==> src/rtl/spi_fl_responder.sv <==
// spi_fl_responder: single-lane mode-3 SPI flash target. Oversamples ss/sclk/mosi
// in the clk domain, decodes command/address/dummy phases and bridges read and
// program data to a byte-wide backing-memory port.
// Optional build macro: SPI_FL_RESP_ADDR4_EN adds 4-byte addressing (0xB7/0xE9).
module spi_fl_responder #(
    parameter int unsigned DUMMY_CYCLES = 8,
    parameter logic [23:0] JEDEC_ID     = 24'hC22018
) (
    input  logic        clk,
    input  logic        rst,
    input  logic        ss,
    input  logic        sclk,
    input  logic        mosi,
    output logic        miso,
    output logic        miso_oe,
    input  logic [7:0]  status,
    output logic        rd_req,
    output logic [31:0] rd_addr,
    input  logic [7:0]  rd_data,
    output logic        wr_valid,
    output logic [31:0] wr_addr,
    output logic [7:0]  wr_data,
    output logic        cmd_valid,
    output logic [7:0]  cmd
);

    typedef enum logic [2:0] {S_IDLE, S_CMD, S_ADDR, S_DUMMY, S_RDATA, S_WDATA, S_IGNORE} state_t;
    typedef enum logic [1:0] {SRC_MEM, SRC_JEDEC, SRC_STAT} src_t;

    localparam logic [4:0] DUMMY_LAST = 5'(DUMMY_CYCLES - 1);

    logic [1:0]  r_ss_s, r_sclk_s, r_mosi_s;
    logic        r_ss_d, r_sclk_d;
    logic [1:0]  r_vld;
    logic        r_armed;

    state_t      r_state;
    src_t        r_src;
    logic [4:0]  r_bcnt;
    logic [2:0]  r_tx_cnt;
    logic [7:0]  r_rx, r_txsh, r_next;
    logic [31:0] r_addr;
    logic [1:0]  r_jidx;
    logic        r_rd_req_d;
    logic        r_miso, r_oe, r_rd_req, r_wr_valid, r_cmd_valid;
    logic [31:0] r_rd_addr, r_wr_addr;
    logic [7:0]  r_wr_data, r_cmd;

    logic        w_rise, w_fall, w_ss_fall, w_ss_rise, w_mosi;
    logic        w_addr4;
    logic [31:0] w_amask, w_addr_in;
    logic [4:0]  w_alast;
    logic [7:0]  w_rx, w_jnext;

`ifdef SPI_FL_RESP_ADDR4_EN
    logic        r_addr4;
    assign w_addr4 = r_addr4;
`else
    assign w_addr4 = 1'b0;
`endif

    // Synchronizers and edge-detect history; a falling ss is only honoured once
    // ss has been seen high after reset, so a reset mid-frame stays silent.
    always_ff @(posedge clk or negedge rst) begin
        if (!rst) begin
            r_ss_s   <= 2'b11;
            r_sclk_s <= 2'b11;
            r_mosi_s <= '0;
            r_ss_d   <= 1'b1;
            r_sclk_d <= 1'b1;
            r_vld    <= '0;
            r_armed  <= 1'b0;
        end else begin
            r_ss_s   <= {r_ss_s[0], ss};
            r_sclk_s <= {r_sclk_s[0], sclk};
            r_mosi_s <= {r_mosi_s[0], mosi};
            r_ss_d   <= r_ss_s[1];
            r_sclk_d <= r_sclk_s[1];
            r_vld    <= {r_vld[0], 1'b1};
            if (r_vld[1] && r_ss_s[1]) r_armed <= 1'b1;
        end
    end

    assign w_rise    = ~r_sclk_d & r_sclk_s[1];
    assign w_fall    = r_sclk_d & ~r_sclk_s[1];
    assign w_ss_fall = r_armed & r_ss_d & ~r_ss_s[1];
    assign w_ss_rise = ~r_ss_d & r_ss_s[1];
    assign w_mosi    = r_mosi_s[1];
    assign w_amask   = w_addr4 ? 32'hFFFF_FFFF : 32'h00FF_FFFF;
    assign w_alast   = w_addr4 ? 5'd31 : 5'd23;
    assign w_rx      = {r_rx[6:0], w_mosi};
    assign w_addr_in = {r_addr[30:0], w_mosi} & w_amask;

    // Next ID byte to stage after the one currently queued; zeros once exhausted.
    always_comb begin
        w_jnext = 8'h00;
        case (r_jidx)
            2'd1:    w_jnext = JEDEC_ID[15:8];
            2'd2:    w_jnext = JEDEC_ID[7:0];
            default: w_jnext = 8'h00;
        endcase
    end

    // Frame FSM: decodes phases, drives miso on falling edges, issues strobes.
    // r_next stages the byte for the next bit-7 slot so prefetch never disturbs
    // the byte that is currently shifting out.
    always_ff @(posedge clk or negedge rst) begin
        if (!rst) begin
            r_state     <= S_IDLE;
            r_src       <= SRC_MEM;
            r_bcnt      <= '0;
            r_tx_cnt    <= '0;
            r_rx        <= '0;
            r_txsh      <= '0;
            r_next      <= '0;
            r_addr      <= '0;
            r_jidx      <= '0;
            r_rd_req_d  <= 1'b0;
            r_miso      <= 1'b0;
            r_oe        <= 1'b0;
            r_rd_req    <= 1'b0;
            r_wr_valid  <= 1'b0;
            r_cmd_valid <= 1'b0;
            r_rd_addr   <= '0;
            r_wr_addr   <= '0;
            r_wr_data   <= '0;
            r_cmd       <= '0;
`ifdef SPI_FL_RESP_ADDR4_EN
            r_addr4     <= 1'b0;
`endif
        end else begin
            r_rd_req    <= 1'b0;
            r_wr_valid  <= 1'b0;
            r_cmd_valid <= 1'b0;
            r_rd_req_d  <= r_rd_req;
            if (r_rd_req_d) r_next <= rd_data;

            case (r_state)
                S_IDLE: begin
                    if (w_ss_fall) begin
                        r_state <= S_CMD;
                        r_bcnt  <= '0;
                    end
                end
                S_CMD: begin
                    if (w_rise) begin
                        r_rx   <= w_rx;
                        r_bcnt <= r_bcnt + 5'd1;
                        if (r_bcnt == 5'd7) begin
                            r_bcnt      <= '0;
                            r_cmd       <= w_rx;
                            r_cmd_valid <= 1'b1;
                            r_addr      <= '0;
                            r_tx_cnt    <= '0;
                            case (w_rx)
                                8'h03, 8'h0B, 8'h02: r_state <= S_ADDR;
                                8'h9F: begin
                                    r_state <= S_RDATA;
                                    r_src   <= SRC_JEDEC;
                                    r_next  <= JEDEC_ID[23:16];
                                    r_jidx  <= 2'd1;
                                    r_oe    <= 1'b1;
                                end
                                8'h05: begin
                                    r_state <= S_RDATA;
                                    r_src   <= SRC_STAT;
                                    r_next  <= status;
                                    r_oe    <= 1'b1;
                                end
`ifdef SPI_FL_RESP_ADDR4_EN
                                8'hB7: begin
                                    r_addr4 <= 1'b1;
                                    r_state <= S_IGNORE;
                                end
                                8'hE9: begin
                                    r_addr4 <= 1'b0;
                                    r_state <= S_IGNORE;
                                end
`endif
                                default: r_state <= S_IGNORE;
                            endcase
                        end
                    end
                end
                S_ADDR: begin
                    if (w_rise) begin
                        r_addr <= w_addr_in;
                        r_bcnt <= r_bcnt + 5'd1;
                        if (r_bcnt == w_alast) begin
                            r_bcnt <= '0;
                            if (r_cmd == 8'h02) begin
                                r_state <= S_WDATA;
                            end else if (r_cmd == 8'h0B && DUMMY_CYCLES != 0) begin
                                r_state <= S_DUMMY;
                            end else begin
                                r_state   <= S_RDATA;
                                r_src     <= SRC_MEM;
                                r_oe      <= 1'b1;
                                r_rd_req  <= 1'b1;
                                r_rd_addr <= w_addr_in;
                                r_addr    <= (w_addr_in + 32'd1) & w_amask;
                            end
                        end
                    end
                end
                S_DUMMY: begin
                    if (w_rise) begin
                        r_bcnt <= r_bcnt + 5'd1;
                        if (r_bcnt == DUMMY_LAST) begin
                            r_bcnt    <= '0;
                            r_state   <= S_RDATA;
                            r_src     <= SRC_MEM;
                            r_oe      <= 1'b1;
                            r_rd_req  <= 1'b1;
                            r_rd_addr <= r_addr;
                            r_addr    <= (r_addr + 32'd1) & w_amask;
                        end
                    end
                end
                S_RDATA: begin
                    if (w_fall) begin
                        r_tx_cnt <= r_tx_cnt + 3'd1;
                        if (r_tx_cnt == 3'd0) begin
                            r_miso <= r_next[7];
                            r_txsh <= {r_next[6:0], 1'b0};
                            case (r_src)
                                SRC_MEM: begin
                                    r_rd_req  <= 1'b1;
                                    r_rd_addr <= r_addr;
                                    r_addr    <= (r_addr + 32'd1) & w_amask;
                                end
                                SRC_JEDEC: begin
                                    r_next <= w_jnext;
                                    if (r_jidx != 2'd3) r_jidx <= r_jidx + 2'd1;
                                end
                                default: r_next <= status;
                            endcase
                        end else begin
                            r_miso <= r_txsh[7];
                            r_txsh <= {r_txsh[6:0], 1'b0};
                        end
                    end
                end
                S_WDATA: begin
                    if (w_rise) begin
                        r_rx   <= w_rx;
                        r_bcnt <= r_bcnt + 5'd1;
                        if (r_bcnt == 5'd7) begin
                            r_bcnt       <= '0;
                            r_wr_valid   <= 1'b1;
                            r_wr_data    <= w_rx;
                            r_wr_addr    <= r_addr;
                            r_addr[7:0]  <= r_addr[7:0] + 8'd1;
                        end
                    end
                end
                default: ;
            endcase

            // A completed frame wins over everything above, but strobes for a
            // byte finishing on the same cycle have already been scheduled.
            if (w_ss_rise) begin
                r_state  <= S_IDLE;
                r_bcnt   <= '0;
                r_tx_cnt <= '0;
                r_oe     <= 1'b0;
                r_miso   <= 1'b0;
            end
        end
    end

    assign miso      = r_miso;
    assign miso_oe   = r_oe;
    assign rd_req    = r_rd_req;
    assign rd_addr   = r_rd_addr;
    assign wr_valid  = r_wr_valid;
    assign wr_addr   = r_wr_addr;
    assign wr_data   = r_wr_data;
    assign cmd_valid = r_cmd_valid;
    assign cmd       = r_cmd;

endmodule

==> config.mk <==
export PLATFORM = sky130hd
export DESIGN_NAME = spi_fl_responder
export DESIGN_NICKNAME = d
export VERILOG_FILES = /design/src/rtl/spi_fl_responder.sv
export SDC_FILE = /design/constraint.sdc
export NUM_CORES = 1
export LEC_CHECK = 0
export ABC_AREA = 1
export CAP_MARGIN = 10
export CORE_ASPECT_RATIO = 0.9
export CORE_MARGIN = 2
export CORE_UTILIZATION = 56
export DETAILED_ROUTE_END_ITERATION = 10
export PLACE_DENSITY = 0.8
export SLEW_MARGIN = 20
export SYNTH_ARGS = -nofsm -noshare
export SYNTH_HDL_FRONTEND = slang
export SYNTH_SLANG_ARGS = --single-unit
==> constraint.sdc <==
create_clock -name clk -period 2 [get_ports clk]
set_input_delay 0.3 -clock clk [delete_from_list [all_inputs] [get_ports clk]]
set_output_delay 0.3 -clock clk [all_outputs]
set_load 0.02 [all_outputs]
==> key figures <==
Clock tree
  • H-tree depth: 4
  • Max clock buf depth: 2
  • Clock insertion delay at the later pin of the skew report: roughly 430 ps
  • Cts bufs inserted: 17
  • Root Driver: clkbuf_16
  • TritonCTS clock tree: done
  • Clock sinks: 142
  • Clock-pin slew on the worst setup and hold paths: 60 ps

Place
  • Port Buffers: 89
  • Setup slack at placement: -82.30 ps
  • DP HPWL: about 17000 um
  • GPL Wtd Cong: 0.9426

Timing
  • Slew Viols, Final: 0
  • Final min period: around 1900 ps
  • Final setup violation count: 0
  • Final hold vios: 0
  • Period utilization: a little over nine tenths
  • Max Freq: 514.9 MHz
  • RSZ-0062 raised after global routing: yes
  • Clock skew: 8.057 ps
  • Worst-margin pin slew: ~610 ps
  • Final worst setup slack: between 50 and 60 ps
  • Relative slew slack: 58.65%

Synthesis
  • Mapped Cells: roughly 1100
  • Post-Syn Area: 0.008114 mm2
  • YS warnings: 0
  • Synth top area share: 41.94%
  • Leading post-synthesis cells by cell area: dfrtp_1, nand2_1, inv_1
  • #FFs+latches synth: approximately 140
  • Post-synth top area cell: dfrtp_1
  • Syn avg cell area: 7.212 um2
  • Distinct cells, synth: 45
  • Seq/Total Area, Yosys: 43.89%

Floorplanning
  • Die width: 130.9 um
  • CORE AREA: between 0.01 and 0.015 mm2
  • Die height: around 120 um
  • Std-Cell Rows: 41
  • Ports: 106
  • Die Area: 0.01547 mm2
  • Initial Utilization: 57.52%

Critical path
  • Crit path capture type: flip-flop
  • R2R Setup Slk: between 50 and 60 ps
  • Reg-to-Reg Start: r_bcnt[0]
  • Worst-path fanout max: 54
  • CP Launch Point: r_bcnt[0]
  • Crit path required time: 2310 ps
  • Worst setup path endpoint: wr_data[7]
  • CP startpoint kind: flip-flop
  • Reg2Reg Depth: 11
  • Critical path class: flip-flop to flip-flop
  • Worst endpoint data arrival time: roughly 2300 ps
  • R2R Path End: wr_data[7]

GRT
  • Antenna violations before repair: 0
  • Grt total ovfl: 0
  • Largest net degree at the start of global routing: between 50 and 60
  • First-pass GRT wire length: approximately 37000 um
  • Gr usage total: 30.87%
  • Vias in the first global route: around 7200

Final layout
  • # diodes: 0
  • Layout cell share with drive strength beyond 1: 13.82%
  • Most common cell after layout, fill and taps aside: nand2_1
  • Area growth syn-to-layout: 27.37%
  • Most frequent cells in the layout: nand2_1, dfrtp_1, inv_1
  • Fill count: 1145
  • Nets: 1304

Drt
  • Routed Antenna Nets: 0
  • DR WL/cell: between 15 and 20 um
  • 1st-iter DRT viols: 606
  • Pre-antenna DRT Iters: 5
  • Vias per std cell: about 5.3
  • Via Count: 7888
  • Residual DRC: 0
  • Drt total wl: 23080 um

Job
  • Maxcap violations: 0

Power
  • Clock network power share: a little over a quarter
  • Switch share: between 40% and 50%
  • Total power: 12710 uW
  • Leak pwr: 0.004870 uW
  • Internal power: 7607 uW
  • P_sw: 5105 uW
  • Pwr Density: 1230 mW/mm2
  • Worst vdd ir: 748.2 uV
  • Share of power burned in registers: 32.4%
  • Gate power share: between 40% and 50%

Hold path
  • Hold Startpoint: sclk
  • Class of the worst hold path: primary input to flip-flop

Status
  • Status: finished, final reports clean
worst min path at each step:
| stage | endpoint | slack, ps | cells after the start |
|---|---|---|---|
| 2_1_floorplan | cmd[0] | 4 | 0 |
| 3_3_place_gp | r_txsh[5] | 250 | 1 |
| 3_5_place_dp | r_txsh[3] | 240 | 1 |
| 4_1_cts | r_sclk_s[0] | 260 | 1 |
| 5_1_grt | r_sclk_s[0] | 260 | 1 |
| 6_report | r_sclk_s[0] | 270 | 1 |
synthesized netlist by cell type, drive strengths merged:
master,instances
o31ai,1
mux2,2
dfrtp,136
and2,1
a211oi,1
nor2,124
a22o,1
a22oi,1
o22ai,2
o211ai,2
buf,39
a21o,1
ha,8
clkbuf,6
nand4,6
a21oi,23
inv,143
dfstp,6
nand3b,2
a31oi,6
conb,2
nand2,362
nand3,78
or2,5
nor3,11
o21ai,140
mux2i,3
a21boi,11
xor2,2
critical path, cell delays in order, from the launching register on:
cell and delay (ps):
dfrtp_1 350, ha_2 180, buf_4 110, nand2_2 70, nor3_4 190, nand2_4 130, buf_4 160, nor2_4 140
inv_2 80, buf_12 170, nand2_1 120, o21ai_1 70
final cells by class:
type / count / area [um2] / area share (%)
Timing Repair Buffer: 161 / 1523 / 14.73
Clock buffer: 19 / 452.9 / 4.383
Multi-Input combinational cell: 810 / 3827 / 37.03
Clock inverter: 13 / 186.4 / 1.804
Inverter: 143 / 541.8 / 5.242
Sequential cell: 142 / 3562 / 34.47
Tap cell: 193 / 241.5 / 2.337
power groups by stage:
| stage | Clock, uW | Combinational (uW) | Sequential (uW) |
|---|---|---|---|
| 6_report | 3450 | 5140 | 4120 |
| 5_1_grt | 3610 | 5670 | 4200 |
| 2_1_floorplan | 0 | 3060 | 4230 |
| 3_3_place_gp | 0 | 4810 | 4120 |
| 4_1_cts | 3460 | 5050 | 4100 |
| 3_5_place_dp | 0 | 4900 | 4130 |
cells by family (layout without fill, tap and decap cells):
logic type | Yosys count | count (layout) | synth area share (%)
compound gates | 189 | 189 | 12.89
xor+xnor | 2 | 2 | 0.2159
fa+ha+maj | 8 | 8 | 1.234
buf+inv | 188 | 336 | 10.22
flops | 142 | 142 | 43.89
mux | 5 | 5 | 0.6476
other cells | 2 | 17 | 0.09256
simple gates | 589 | 589 | 30.81
registers in the layout, indices dropped and copies added (netlist names), 7 cells and up:
register and cells:
r_next 8, r_rx 7, wr_addr 24, cmd 8, r_addr 24, r_txsh 7, wr_data 8, rd_addr 24
what timing repair did:
action	in CTS	in global routing
endpoints found under the setup margin	13	47
buffers inserted	7	3
gates resized for setup	1	18
hold buffers	1	0
endpoints found under the hold margin	32	0
pin swaps	2	3
routing by layer:
layer  track usage, %  routed length (um)  vias up
met3            8.013                2070       33
met2            43.88                9802      358
met5                0                   0        -
li1                 -                   -     3846
met4            7.912                 321        0
met1            47.00               10890     3651
through the flow:
step / area [um2] / hold slack (ps) / setup TNS [ps] / instances / util, %
finish: 10330 / 270.4 / 0 / 1481 / 73.26
global route: 10330 / 256.3 / -39.68 / 1481 / 73.26
CTS: 10260 / 263.7 / 0 / 1478 / 72.75
detailed placement: 9547 / 240.4 / -298.6 / 1438 / 67.67
global placement: 9547 / 245.2 / -276.1 / 1438 / 67.67
floorplan: 8170 / 4.409 / 0 / 1140 / -
(Power assumes the default switching activity.)
